==> config.mk <==
export PLATFORM = sky130hd
export DESIGN_NAME = srt4_otf_converter
export DESIGN_NICKNAME = d
export VERILOG_FILES = /design/src/rtl/srt4_otf_converter.sv
export SDC_FILE = /design/constraint.sdc
export NUM_CORES = 1
export LEC_CHECK = 0
export CAP_MARGIN = 20
export CORE_ASPECT_RATIO = 0.5
export CORE_UTILIZATION = 35
export DETAILED_ROUTE_END_ITERATION = 10
export SLEW_MARGIN = 20
export SYNTH_ARGS = -nofsm -noshare
export SYNTH_HDL_FRONTEND = slang
export SYNTH_SLANG_ARGS = --single-unit
==> constraint.sdc <==
create_clock -name clk -period 3.6 [get_ports clk]
set_clock_uncertainty 0.2 [all_clocks]
set_input_delay 0.36 -clock clk [delete_from_list [all_inputs] [get_ports clk]]
set_output_delay 0.36 -clock clk [all_outputs]
set_load 0.01 [all_outputs]
==> src/rtl/srt4_otf_converter.sv <==
// srt4_otf_converter: on-the-fly radix-4 SRT quotient digit to binary converter; define SRT4_OTF_FINAL_CORR_EN for remainder-sign correction
module srt4_otf_converter #(
  parameter int NUM_DIGITS = 16
) (
  input  logic                      clk,
  input  logic                      rst_n,
  input  logic                      start,
  input  logic                      digit_valid,
  input  logic                      q_sign,
  input  logic [1:0]                q_mag,
  output logic                      digit_ready,
  input  logic                      rem_valid,
  input  logic                      rem_neg,
  output logic                      result_valid,
  input  logic                      result_ready,
  output logic [2*NUM_DIGITS-1:0]   quotient,
  output logic                      busy,
  output logic                      err
);
  localparam int QW = 2 * NUM_DIGITS;
  localparam int CW = $clog2(NUM_DIGITS + 1);
  typedef enum logic [1:0] {IDLE, CONV, FINAL, DONE} state_e;
  state_e state_q, state_d;
  logic [QW-1:0] q_q, q_d, qm_q, qm_d, quot_q, quot_d, q_nx, qm_nx;
  logic [CW-1:0] cnt_q, cnt_d;
  logic err_q, err_d;
  logic go, acc, last, zero, bad, fin;
  logic [1:0] mag, mag_neg;
  assign go      = state_q == IDLE && start;
  assign acc     = state_q == CONV && digit_valid;
  assign last    = acc && cnt_q == CW'(NUM_DIGITS - 1);
  assign bad     = q_mag == 2'b11;
  assign mag     = bad ? 2'b00 : q_mag;
  assign mag_neg = 2'd0 - mag;
  assign zero    = mag == 2'b00;
  // Q takes the QM branch for negative digits so no carry ever propagates; QM tracks Q-1
  assign q_nx  = zero ? {q_q[QW-3:0], 2'b00} : q_sign ? {qm_q[QW-3:0], mag_neg} : {q_q[QW-3:0], mag};
  assign qm_nx = zero ? {qm_q[QW-3:0], 2'b11} : q_sign ? {qm_q[QW-3:0], ~mag} : {q_q[QW-3:0], mag - 2'd1};
`ifdef SRT4_OTF_FINAL_CORR_EN
  assign fin = state_q == FINAL && rem_valid;
`else
  logic unused_rem;
  assign unused_rem = rem_valid ^ rem_neg;
  assign fin = 1'b0;
`endif
  // state register
  always_ff @(posedge clk or negedge rst_n)
    if (!rst_n) state_q <= IDLE;
    else state_q <= state_d;
  // next-state logic
  always_comb begin
    state_d = state_q;
    case (state_q)
      IDLE: state_d = start ? CONV : IDLE;
`ifdef SRT4_OTF_FINAL_CORR_EN
      CONV: state_d = last ? FINAL : CONV;
      FINAL: state_d = rem_valid ? DONE : FINAL;
`else
      CONV: state_d = last ? DONE : CONV;
`endif
      DONE: state_d = result_ready ? IDLE : DONE;
      default: state_d = IDLE;
    endcase
  end
  // state-decoded outputs
  always_comb begin
    digit_ready  = state_q == CONV;
    busy         = state_q != IDLE;
    result_valid = state_q == DONE;
  end
  // datapath next values: init on start, shift on each accepted digit, capture result
  always_comb begin
    q_d    = go ? '0 : acc ? q_nx : q_q;
    qm_d   = go ? '1 : acc ? qm_nx : qm_q;
    cnt_d  = go ? '0 : acc ? cnt_q + CW'(1) : cnt_q;
    err_d  = go ? 1'b0 : err_q | (acc & bad);
`ifdef SRT4_OTF_FINAL_CORR_EN
    quot_d = fin ? (rem_neg ? qm_q : q_q) : quot_q;
`else
    quot_d = last ? q_nx : quot_q;
`endif
  end
  // datapath registers
  always_ff @(posedge clk or negedge rst_n)
    if (!rst_n) begin
      q_q    <= '0;
      qm_q   <= '0;
      cnt_q  <= '0;
      err_q  <= 1'b0;
      quot_q <= '0;
    end else begin
      q_q    <= q_d;
      qm_q   <= qm_d;
      cnt_q  <= cnt_d;
      err_q  <= err_d;
      quot_q <= quot_d;
    end
  assign quotient = quot_q;
  assign err      = err_q;
endmodule

==> metrics.yaml <==
run_status:
  status: "complete, no violations"
grt:
  antenna_found_initial: 0
  grt_first_pass_wirelength_mm: 14.9
  grt_usage_pct: 14.7
  grt_pass1_vias: 2901
  grt_overflow: 0
  grt_max_degree: 59
detailed_routing:
  drt-vias-per-instance: 5.03
  antenna_left: 0
  firstDrtPassIters: 4
  route.detailed.wl_per_inst_um: 15.8
  wirelength_mm: 8.77
  vias: 2794
  drt_iter0_markers: 98
  drcViolationCount: 0
worst_setup_path:
  end_kind: "flip-flop"
  r2r_slack_ps: 1580
  crit_type: "input pin to flip-flop"
  cp_slowest_cell: "clkdlybuf4s50_1"
  start_kind: "input pin"
  cp_max_fo: 28
  path_cells: "clkdlybuf4s50_1 > inv_1 > ha_1 > nor2_4 > buf_4 > mux2i_1 > a2bb2oi_1"
  crit_arrival_ps: 2250
  worstReg2RegStart: "cnt_q[0]$_DFFE_PN0P_"
  r2r-end: "quotient[0]$_DFFE_PN0P_"
  critPathMaxStageDelay_ps: 510
  cp.required_ps: 3600
  worstRegToRegCells: 6
worst_hold_path:
  min_path_cells: 2
  hp-class: "flip-flop to flip-flop"
  hold_start: "quotient[28]$_DFFE_PN0P_"
  holdPathEnd: "quotient[28]$_DFFE_PN0P_"
final_layout:
  nets: 400
  syn2layout_area_growth_pct: 19.7
  fin_area_um2: 5270
  n_antenna_cell: 0
  drive_above_1_share_pct: 9.49
  n_fill_cell: 1148
floorplan:
  dieArea_um2: 13100
  core_um2: 12100
  initial_utilization_pct: 36.6
  pin_count: 46
  row_count: 28
  die_x_um: 161
  die_h_um: 81.3
synth:
  ys_warn_count: 0
  syn-num-nets: 364
  synth_area_um2: 4410
  synth_area_per_cell_um2: 12.6
  synth_cells: 349
  synth-seq-cells: 100
  seq_area_frac_synth_pct: 56.8
  synthDistinctLibCells: 36
timing:
  hold_viol: 0
  period_needed_ps: 2250
  fmax_ghz: 0.444
  holdWs_ps: 275
  worst_pin_slew_ps: 574
  relSlewSlack_pct: 61.7
  setup_tns_ps: 0
  final-max-slew-violation-count: 0
  period_share_pct: 62.6
  grt_setup_unrepaired: "no"
  setup_viol: 0
placement:
  place_area_um2: 4950
  place.gp.congestion: 0.705
  dpl.hpwl_mm: 5.13
  portBuffers: 43
power_and_ir_drop:
  p_leak_nw: 2.20
  ir_worst_vdd_v: 0.000306
  powerDensity_nw_per_um2: 830
  total_power_mw: 4.38
clock_network:
  path_clk_slew_ps: 60
  cts_made_buffers: 9
  root_buffer: "clkbuf_16"
  clock-sinks: 100
  clk_path_buf_depth: 2
  tritoncts: "done"
  htreeDepth: 3
  post-cts-setup-buffers: 0
  clock_latency_ps: 340
run:
  cap_viol_max_count: 0
[report_power, final]
part	internal, mW	total, mW	leakage [nW]	switching [mW]
logic	0.775	1.41	0.827	0.635
clock network	0.596	0.995	0.156	0.399
registers	1.62	1.97	1.22	0.354
[placed cells by master (no fill, tap or decap), types with 2 or more instances in the layout]
cell type          n
mux2i_1           59
inv_1              6
clkbuf_16          9
a2bb2oi_2          5
dfrtp_1          100
nor2_4             2
a22o_1             2
clkdlybuf4s50_1   42
o2bb2ai_1         29
ha_1               5
o21ai_0           32
a21oi_1            4
buf_12             2
nand2_1           33
clkbuf_8           3
nor2_1             3
a2bb2oi_1         25
buf_4              7
[worst max path at each step]
stage	cells past startpoint	start	slack [ps]	endpoint
after global routing	7	q_mag[0]	1240	qm_q[18]$_DFFE_PN0P_
after CTS	7	q_mag[0]	1350	qm_q[16]$_DFFE_PN0P_
after detailed placement	7	q_mag[0]	990	qm_q[16]$_DFFE_PN0P_
after global placement	7	q_mag[0]	1010	qm_q[16]$_DFFE_PN0P_
final	7	q_mag[0]	1350	qm_q[29]$_DFFE_PN0P_
after floorplan	6	cnt_q[0]$_DFFE_PN0P_	1700	state_q[1]$_DFF_PN0_
[layout make-up]
cell class / instances / area (um2) / share of cell area (%)
tap: 165 / 206 / 3.92
multi-input combinational: 216 / 1700 / 32.3
timing repair buffer: 52 / 523 / 9.92
clock buffer: 13 / 270 / 5.13
sequential: 100 / 2500 / 47.5
inverter: 6 / 22.5 / 0.427
clock inverter: 3 / 43.8 / 0.831
[sequential cells by signal, indices dropped and copies added, names as in the netlist]
register and cells:
quotient 32, q_q 30, qm_q 30, cnt_q 5, state_q 2, err 1
[repair_timing]
action	CTS	global route
resized for setup	0	0
hold endpoints to repair	42	0
hold buffers	1	0
[cell families after synthesis]
logic type | Yosys count | share of synthesized area (%)
AND/OR/NAND/NOR | 50 | 5.79
AO/OA/AOI/OAI | 101 | 17.6
adder cells (fa/ha/maj) | 5 | 1.42
multiplexers | 60 | 13.7
buffers and inverters | 33 | 4.71
flip-flops | 100 | 56.8
[metrics by stage]
step / utilization, % / instances / worst slack (ps)
after global placement: 41.1 / 538 / 1010
after global routing: 43.7 / 555 / 1240
final: 43.7 / 555 / 1350
after CTS: 43.7 / 555 / 1350
after floorplan: - / 349 / 1700
after detailed placement: 41.1 / 538 / 986
[Yosys cell counts]
master	number	area, um2
clkbuf_4	1	7.51
a21oi_1	4	20.0
nor3b_2	1	12.5
nand2_1	33	124
or3b_4	1	11.3
nand2_4	1	11.3
a2bb2oi_1	25	219
nand3b_1	1	7.51
nor2_4	2	22.5
o2bb2ai_1	29	254
nor2_1	3	11.3
o211ai_1	1	7.51
nand4b_1	1	8.76
buf_12	1	20.0
buf_4	7	52.6
mux2_2	1	11.3
dfrtp_1	100	2500
o21ai_0	32	160
clkbuf_1	9	33.8
buf_6	1	11.3
nor2b_1	2	12.5
or2_2	1	6.26
ha_1	5	62.6
nand4_1	1	6.26
o41ai_1	1	8.76
buf_2	6	30.0
and3b_1	1	8.76
a2bb2oi_2	5	75.1
nand2b_1	1	6.26
inv_1	6	22.5
o22ai_1	1	6.26
a22o_1	2	17.5
mux2i_1	59	591
and3_1	1	6.26
buf_8	2	30.0
o21bai_1	1	7.51
[routing by layer]
metal | track usage, % | up-vias | part of all wire (%)
met3 | 4.09 | 8 | 2.9
met1 | 19.4 | 1417 | 51
met5 | 0 | - | 0
met4 | 4.29 | 0 | 0.97
met2 | 23.9 | 27 | 45
li1 | - | 1342 | -
[critical path: cells and delay by family]
| family | cells | cell delay (ps) |
|---|---|---|
| buf+inv | 3 | 1000 |
| fa+ha+maj | 1 | 380 |
| mux | 1 | 270 |
| simple gates | 1 | 130 |
| compound gates | 1 | 90 |
(Power assumes the default switching activity.)
